## config.mk

```make
export PLATFORM = sky130hd
export DESIGN_NAME = mem_port_arbiter
export DESIGN_NICKNAME = d
export VERILOG_FILES = /design/src/rtl/lib_pkg.sv /design/src/rtl/arb_streak_ctr.sv /design/src/rtl/mem_port_arbiter.sv
export SDC_FILE = /design/constraint.sdc
export NUM_CORES = 1
export LEC_CHECK = 0
export ABC_AREA = 1
export CORE_ASPECT_RATIO = 0.7
export CORE_MARGIN = 5
export CORE_UTILIZATION = 40
export CTS_CLUSTER_DIAMETER = 100
export DETAILED_ROUTE_END_ITERATION = 8
export HOLD_SLACK_MARGIN = 0.05
export PLACE_DENSITY = 0.95
export SYNTH_ARGS = -nofsm -noshare
export SYNTH_HDL_FRONTEND = slang
export SYNTH_HIERARCHICAL = 1
export SYNTH_SLANG_ARGS = --single-unit
```

## constraint.sdc

```tcl
create_clock -name clk -period 3 [get_ports clk]
set_input_delay 0.45 -clock clk [delete_from_list [all_inputs] [get_ports clk]]
set_output_delay 0.45 -clock clk [all_outputs]
set_load 0.005 [all_outputs]
```

## src/rtl/lib_pkg.sv

```systemverilog
// -----------------------------------------------------------------------------
// lib_pkg
//   Shared types and constants for the memory port arbiter.
//   - BYTE_LANES : number of byte lanes on the 32-bit data path
//   - STREAK_W   : width of the D-streak counter
//   - arb_state_t: arbiter FSM states
//   - arb_owner_t: which requester owns the current transaction
//   - arb_pick() : winner rule applied in IDLE
// -----------------------------------------------------------------------------
package lib_pkg;

    localparam int BYTE_LANES = 4;
    localparam int STREAK_W   = 4;

    typedef enum logic [1:0] {
        IDLE = 2'd0,
        REQ  = 2'd1,
        WAIT = 2'd2
    } arb_state_t;

    typedef enum logic {
        OWN_I = 1'b0,
        OWN_D = 1'b1
    } arb_owner_t;

    // D wins unless fetch is waiting and D has already used up its streak.
    function automatic arb_owner_t arb_pick(input logic req_i,
                                            input logic req_d,
                                            input logic streak_full);
        if (req_d && !(req_i && streak_full)) begin
            return OWN_D;
        end
        return OWN_I;
    endfunction

endpackage

```

## src/rtl/arb_streak_ctr.sv

```systemverilog
// -----------------------------------------------------------------------------
// arb_streak_ctr
//   Saturating up-counter tracking consecutive D grants made while fetch waits.
//   Clear has priority over increment; the count never exceeds MAX.
// Ports
//   clk       in  clock
//   rst       in  synchronous reset, active-high
//   i_inc     in  count one D grant
//   i_clr     in  restart the streak
//   o_at_max  out count has reached MAX
// -----------------------------------------------------------------------------
module arb_streak_ctr #(
    parameter int MAX = 4,
    parameter int W   = 4
) (
    input  logic clk,
    input  logic rst,
    input  logic i_inc,
    input  logic i_clr,
    output logic o_at_max
);

    localparam logic [W-1:0] MAX_C = W'(MAX);

    logic [W-1:0] r_cnt;

    always_ff @(posedge clk) begin
        if (rst) begin
            r_cnt <= '0;
        end else if (i_clr) begin
            r_cnt <= '0;
        end else if (i_inc && (r_cnt != MAX_C)) begin
            r_cnt <= r_cnt + 1'b1;
        end
    end

    assign o_at_max = (r_cnt == MAX_C);

endmodule

```

## src/rtl/mem_port_arbiter.sv

```systemverilog
// -----------------------------------------------------------------------------
// mem_port_arbiter
//   Shares one single-ported memory between instruction fetch (I) and
//   load/store (D). D has priority, but after MAX_D_STREAK D grants made while
//   fetch is waiting, the next arbitration goes to fetch. One transaction is in
//   flight at a time and its response is steered back to the owner.
//
// Parameters
//   ADDR_W        address width
//   DATA_W        data width, 32 (four byte lanes)
//   MAX_D_STREAK  D grants allowed back-to-back while fetch waits (1..15)
//
// Ports
//   clk, rst                          clock, synchronous active-high reset
//   i_req/i_addr -> i_gnt             fetch request and its acceptance pulse
//   i_rvalid/i_rdata                  fetch response
//   d_req/d_addr/d_wdata/d_wr_en      load/store request (wr_en 0 = load)
//   d_gnt, d_rvalid/d_rdata           load/store acceptance and response
//   m_req/m_addr/m_wdata/m_wr_en      request towards memory
//   m_gnt, m_rvalid/m_rdata           memory acceptance and response
//   busy                              a transaction is in progress
//
// States
//   IDLE | no transaction; arbitrate between pending requests
//   REQ  | m_req raised for the owner, waiting for m_gnt
//   WAIT | request accepted, waiting for m_rvalid
// -----------------------------------------------------------------------------
module mem_port_arbiter
    import lib_pkg::*;
#(
    parameter int ADDR_W       = 32,
    parameter int DATA_W       = 32,
    parameter int MAX_D_STREAK = 4
) (
    input  logic                  clk,
    input  logic                  rst,

    input  logic                  i_req,
    input  logic [ADDR_W-1:0]     i_addr,
    output logic                  i_gnt,
    output logic                  i_rvalid,
    output logic [DATA_W-1:0]     i_rdata,

    input  logic                  d_req,
    input  logic [ADDR_W-1:0]     d_addr,
    input  logic [DATA_W-1:0]     d_wdata,
    input  logic [BYTE_LANES-1:0] d_wr_en,
    output logic                  d_gnt,
    output logic                  d_rvalid,
    output logic [DATA_W-1:0]     d_rdata,

    output logic                  m_req,
    output logic [ADDR_W-1:0]     m_addr,
    output logic [DATA_W-1:0]     m_wdata,
    output logic [BYTE_LANES-1:0] m_wr_en,
    input  logic                  m_gnt,
    input  logic                  m_rvalid,
    input  logic [DATA_W-1:0]     m_rdata,

    output logic                  busy
);

    arb_state_t            r_state;
    arb_owner_t            r_owner;
    logic [ADDR_W-1:0]     r_addr;
    logic [DATA_W-1:0]     r_wdata;
    logic [BYTE_LANES-1:0] r_wr_en;

    logic       w_gnt_fire;
    logic       w_rsp_fire;
    logic       w_at_max;
    logic       w_streak_inc;
    logic       w_streak_clr;
    arb_owner_t w_win;

    // m_gnt and m_rvalid only mean something in their own state.
    assign w_gnt_fire = (r_state == REQ)  && m_gnt;
    assign w_rsp_fire = (r_state == WAIT) && m_rvalid;

    assign w_win = arb_pick(i_req, d_req, w_at_max);

    // The streak only grows while fetch is actually waiting; a fetch grant or
    // an idle cycle with no fetch pending starts it over.
    assign w_streak_inc = w_gnt_fire && (r_owner == OWN_D) && i_req;
    assign w_streak_clr = (w_gnt_fire && (r_owner == OWN_I)) ||
                          ((r_state == IDLE) && !i_req);

    arb_streak_ctr #(
        .MAX (MAX_D_STREAK),
        .W   (STREAK_W)
    ) u_streak (
        .clk      (clk),
        .rst      (rst),
        .i_inc    (w_streak_inc),
        .i_clr    (w_streak_clr),
        .o_at_max (w_at_max)
    );

    // Request fields are captured from the winner on IDLE->REQ. Requesters
    // hold them until granted, so this equals muxing from the owner, and it
    // keeps m_addr/m_wdata/m_wr_en registered and zero outside REQ.
    always_ff @(posedge clk) begin
        if (rst) begin
            r_state <= IDLE;
            r_owner <= OWN_I;
            r_addr  <= '0;
            r_wdata <= '0;
            r_wr_en <= '0;
        end else begin
            case (r_state)
                IDLE: begin
                    if (i_req || d_req) begin
                        r_state <= REQ;
                        r_owner <= w_win;
                        if (w_win == OWN_D) begin
                            r_addr  <= d_addr;
                            r_wdata <= d_wdata;
                            r_wr_en <= d_wr_en;
                        end else begin
                            r_addr  <= i_addr;
                            r_wdata <= '0;
                            r_wr_en <= '0;
                        end
                    end
                end
                REQ: begin
                    if (m_gnt) begin
                        r_state <= WAIT;
                        r_addr  <= '0;
                        r_wdata <= '0;
                        r_wr_en <= '0;
                    end
                end
                WAIT: begin
                    if (m_rvalid) begin
                        r_state <= IDLE;
                    end
                end
                default: begin
                    r_state <= IDLE;
                end
            endcase
        end
    end

    assign m_req   = (r_state == REQ);
    assign m_addr  = r_addr;
    assign m_wdata = r_wdata;
    assign m_wr_en = r_wr_en;

    assign i_gnt    = w_gnt_fire && (r_owner == OWN_I);
    assign d_gnt    = w_gnt_fire && (r_owner == OWN_D);
    assign i_rvalid = w_rsp_fire && (r_owner == OWN_I);
    assign d_rvalid = w_rsp_fire && (r_owner == OWN_D);

    assign i_rdata = m_rdata;
    assign d_rdata = m_rdata;

    assign busy = (r_state != IDLE);

endmodule

```

==> results.json <==
{
  "total_power_mw": 2.959,
  "initialDrtViolationCount": 240,
  "cp-start-kind": "input pin",
  "ir_drop_v": 0.0002703,
  "root_buffer": "clkbuf_16",
  "stdcell_area_um2": 6001,
  "tns_ns": 0,
  "grt_util_all_layers_pct": 18.86,
  "ys_ff_latch": 75,
  "dr_wl_met2_um": 5730,
  "fillCellCount": 940,
  "yosysTopAreaCell": "dfxtp_1",
  "vias_per_cell": 4.857,
  "synth_edf_count": 0,
  "grt-ovfl-total": 0,
  "postRouteWirelength_um": 12770,
  "grt_max_degree": 64,
  "die_w_um": 134.6,
  "avgSynthCellArea_um2": 6.618,
  "switching_share_pct": 25.83,
  "slowest_delay_ns": 0.56,
  "synthesis.nets": 797,
  "vias": 4313,
  "fin_cells": 888,
  "end_kind": "output port",
  "cts.clk_slew.worst_paths_ns": 0.06,
  "cellPowerDensity_nw_per_um2": 493.1,
  "p_leak_nw": 2.673,
  "syn_inst": 657,
  "num_rows": 31,
  "yosysWarnings": 6,
  "dpl_cell_area_um2": 5680,
  "fp.dieH_um": 97.23,
  "n_antenna_cell": 0,
  "routedWlPerCell_um": 14.38,
  "clockBufferDepth": 2,
  "ys_top_cells_by_area": "dfxtp_1 (35%), nand3_1 (15%), buf_4 (14%)",
  "yosys.area.top_type_share_pct": 34.53,
  "hold_buffers": 0,
  "synth_common_cells": "nand3_1 (128), inv_1 (105), nand2_1 (88), buf_4 (79), dfxtp_1 (75)",
  "postCtsSetupBuffers": 0,
  "status": "completed",
  "core_area_um2": 10470,
  "crit_slowest_cell": "clkdlybuf4s50_1",
  "worstPathMaxFanout": 3,
  "layout_min_cycle_time_ns": 2.192,
  "ys_seq_area_share_pct": 34.53,
  "sequentialPowerShare_pct": 37.7,
  "wl_met3_um": 1706,
  "finalMaxSlewViolations": 0,
  "pwr-share-comb_pct": 23.2,
  "hp-class": "register to register",
  "synth.cell_area_um2": 4348,
  "fmax_mhz": 456.3,
  "cts_sinks": 75,
  "ys_types": 25,
  "grt_pass1_vias": 3918,
  "port_buffers": 179,
  "whs_ns": 0.4799,
  "p_clk_share_pct": 39.1,
  "ant_nets": 0,
  "path_cells": "clkdlybuf4s50_1, nand3_2, nor2_1, clkdlybuf4s50_1",
  "arrival_ns": 1.74,
  "clock-skew-final_ns": 0.009721,
  "setup_violations": 0,
  "top_layer": "met4",
  "multi_input_area_um2": 1718,
  "area_growth_pct": 38.01,
  "start_util_pct": 41.52,
  "dp_cells": 872,
  "regArea_um2": 1501,
  "p_int_mw": 2.194,
  "drive_gt1_share_pct": 5.026,
  "drc": 0,
  "reg2reg_depth": 8,
  "cts_tree": "yes",
  "drt_first_pass_iters": 5,
  "worst_slew_pin_slew_ns": 0.6363,
  "gp_congestion": 0.8165,
  "antenna_found_initial": 0,
  "ios": 276,
  "whs_path_depth": 2,
  "cap_violations": 0,
  "cts_buffers": 9,
  "htreeDepth": 3,
  "fin_nets": 891,
  "drt-met1-wl_um": 5161,
  "crit_top_cell": "clkdlybuf4s50_1",
  "cts_resized": 0,
  "yosysMostFrequentCell": "nand3_1",
  "hold_viol_final": 0,
  "required_ns": 2.55,
  "max_slew_margin_pct": 57.58,
  "clkLatencyLatePin_ns": 0.33,
  "rsz0062_at_grt": "no",
  "p_switching_mw": 0.7643,
  "min_period_over_period_pct": 73.05,
  "grt_pass1_wl_um": 20030,
  "die-area_um2": 13090,
  "synth-async-reset-ratio_pct": 0,
  "yosys_most_used_dff": "dfxtp_1",
  "post-dp-hpwl_um": 9605,
  "worstSetupPathType": "input pin to output port"
}
[placed cells by master, fill, tap and decap left out, drive strengths merged]
master and n:
o21a 1, nand2 93, clkinv 3, nand3b 8, nor3 1, nand3 129, inv 108, o21ai 2
clkdlybuf4s50 178, a21boi 1, bufinv 2, o22ai 1, ha 2, a21oi 63, buf 11, nor2 65
nand4 1, clkbuf 12, dfxtp 75
[stage by stage]
stage               setup slack (ns)  utilization, %
finish                        0.8084           57.30
global route                  0.7335           57.30
CTS                           0.8041           57.30
global placement              0.6428           54.24
floorplan                      1.486               -
detailed placement            0.5997           54.24
[worst max-delay path, delay by kind of cell]
kind | cells | cell delay [ns]
buffers and inverters | 2 | 1.05
AND/OR/NAND/NOR | 2 | 0.24
[layout make-up]
type                       instances  area share (%)
timing repair buffer             189           31.44
multi-input combinational        367           28.63
sequential                        75           25.02
inverter                         109           6.818
clock buffer                      12           4.108
tap                              132           2.752
clock inverter                     4           1.230
[registers in the layout (all words and copies together) (netlist names)]
| signal | flops |
|---|---|
| u_streak/r_cnt | 4 |
| r_state | 2 |
| m_wdata | 32 |
| m_addr | 32 |
| r_owner | 1 |
| m_wr_en | 4 |
[logic make-up after synthesis]
group | synth area share [%]
simple gates | 30.76
compound gates | 8.058
flops | 34.53
buf+inv | 26.07
fa+ha+maj | 0.5754
[routing by layer]
metal / track usage [%] / up-vias
li1: - / 2166
met1: 22.41 / 1903
met2: 29.19 / 225
met3: 10.56 / 19
met4: 5.399 / 0
met5: 0 / -
[path summary, 6_finish.rpt]
| kind | start | endpoint | slack (ns) |
|---|---|---|---|
| setup / recovery | m_gnt | i_gnt | 0.81 |
| hold / removal | m_wdata[23]$_SDFFE_PP0P_ | m_wdata[23]$_SDFFE_PP0P_ | 0.48 |
| setup reg to reg | r_state[1]$_SDFFE_PP0P_ | u_streak/r_cnt[0]$_SDFFE_PP0P_ | 1.06 |
| hold reg to reg | m_wdata[23]$_SDFFE_PP0P_ | m_wdata[23]$_SDFFE_PP0P_ | 0.48 |
[power groups by stage]
stage,clock (mW),combinational [mW],sequential (mW)
finish,1.16,0.687,1.12
global route,1.23,0.753,1.13
CTS,1.18,0.690,1.12
detailed placement,0,0.687,1.14
global placement,0,0.675,1.13
floorplan,0,0.391,1.14
Power figures use the tool's default switching activity.
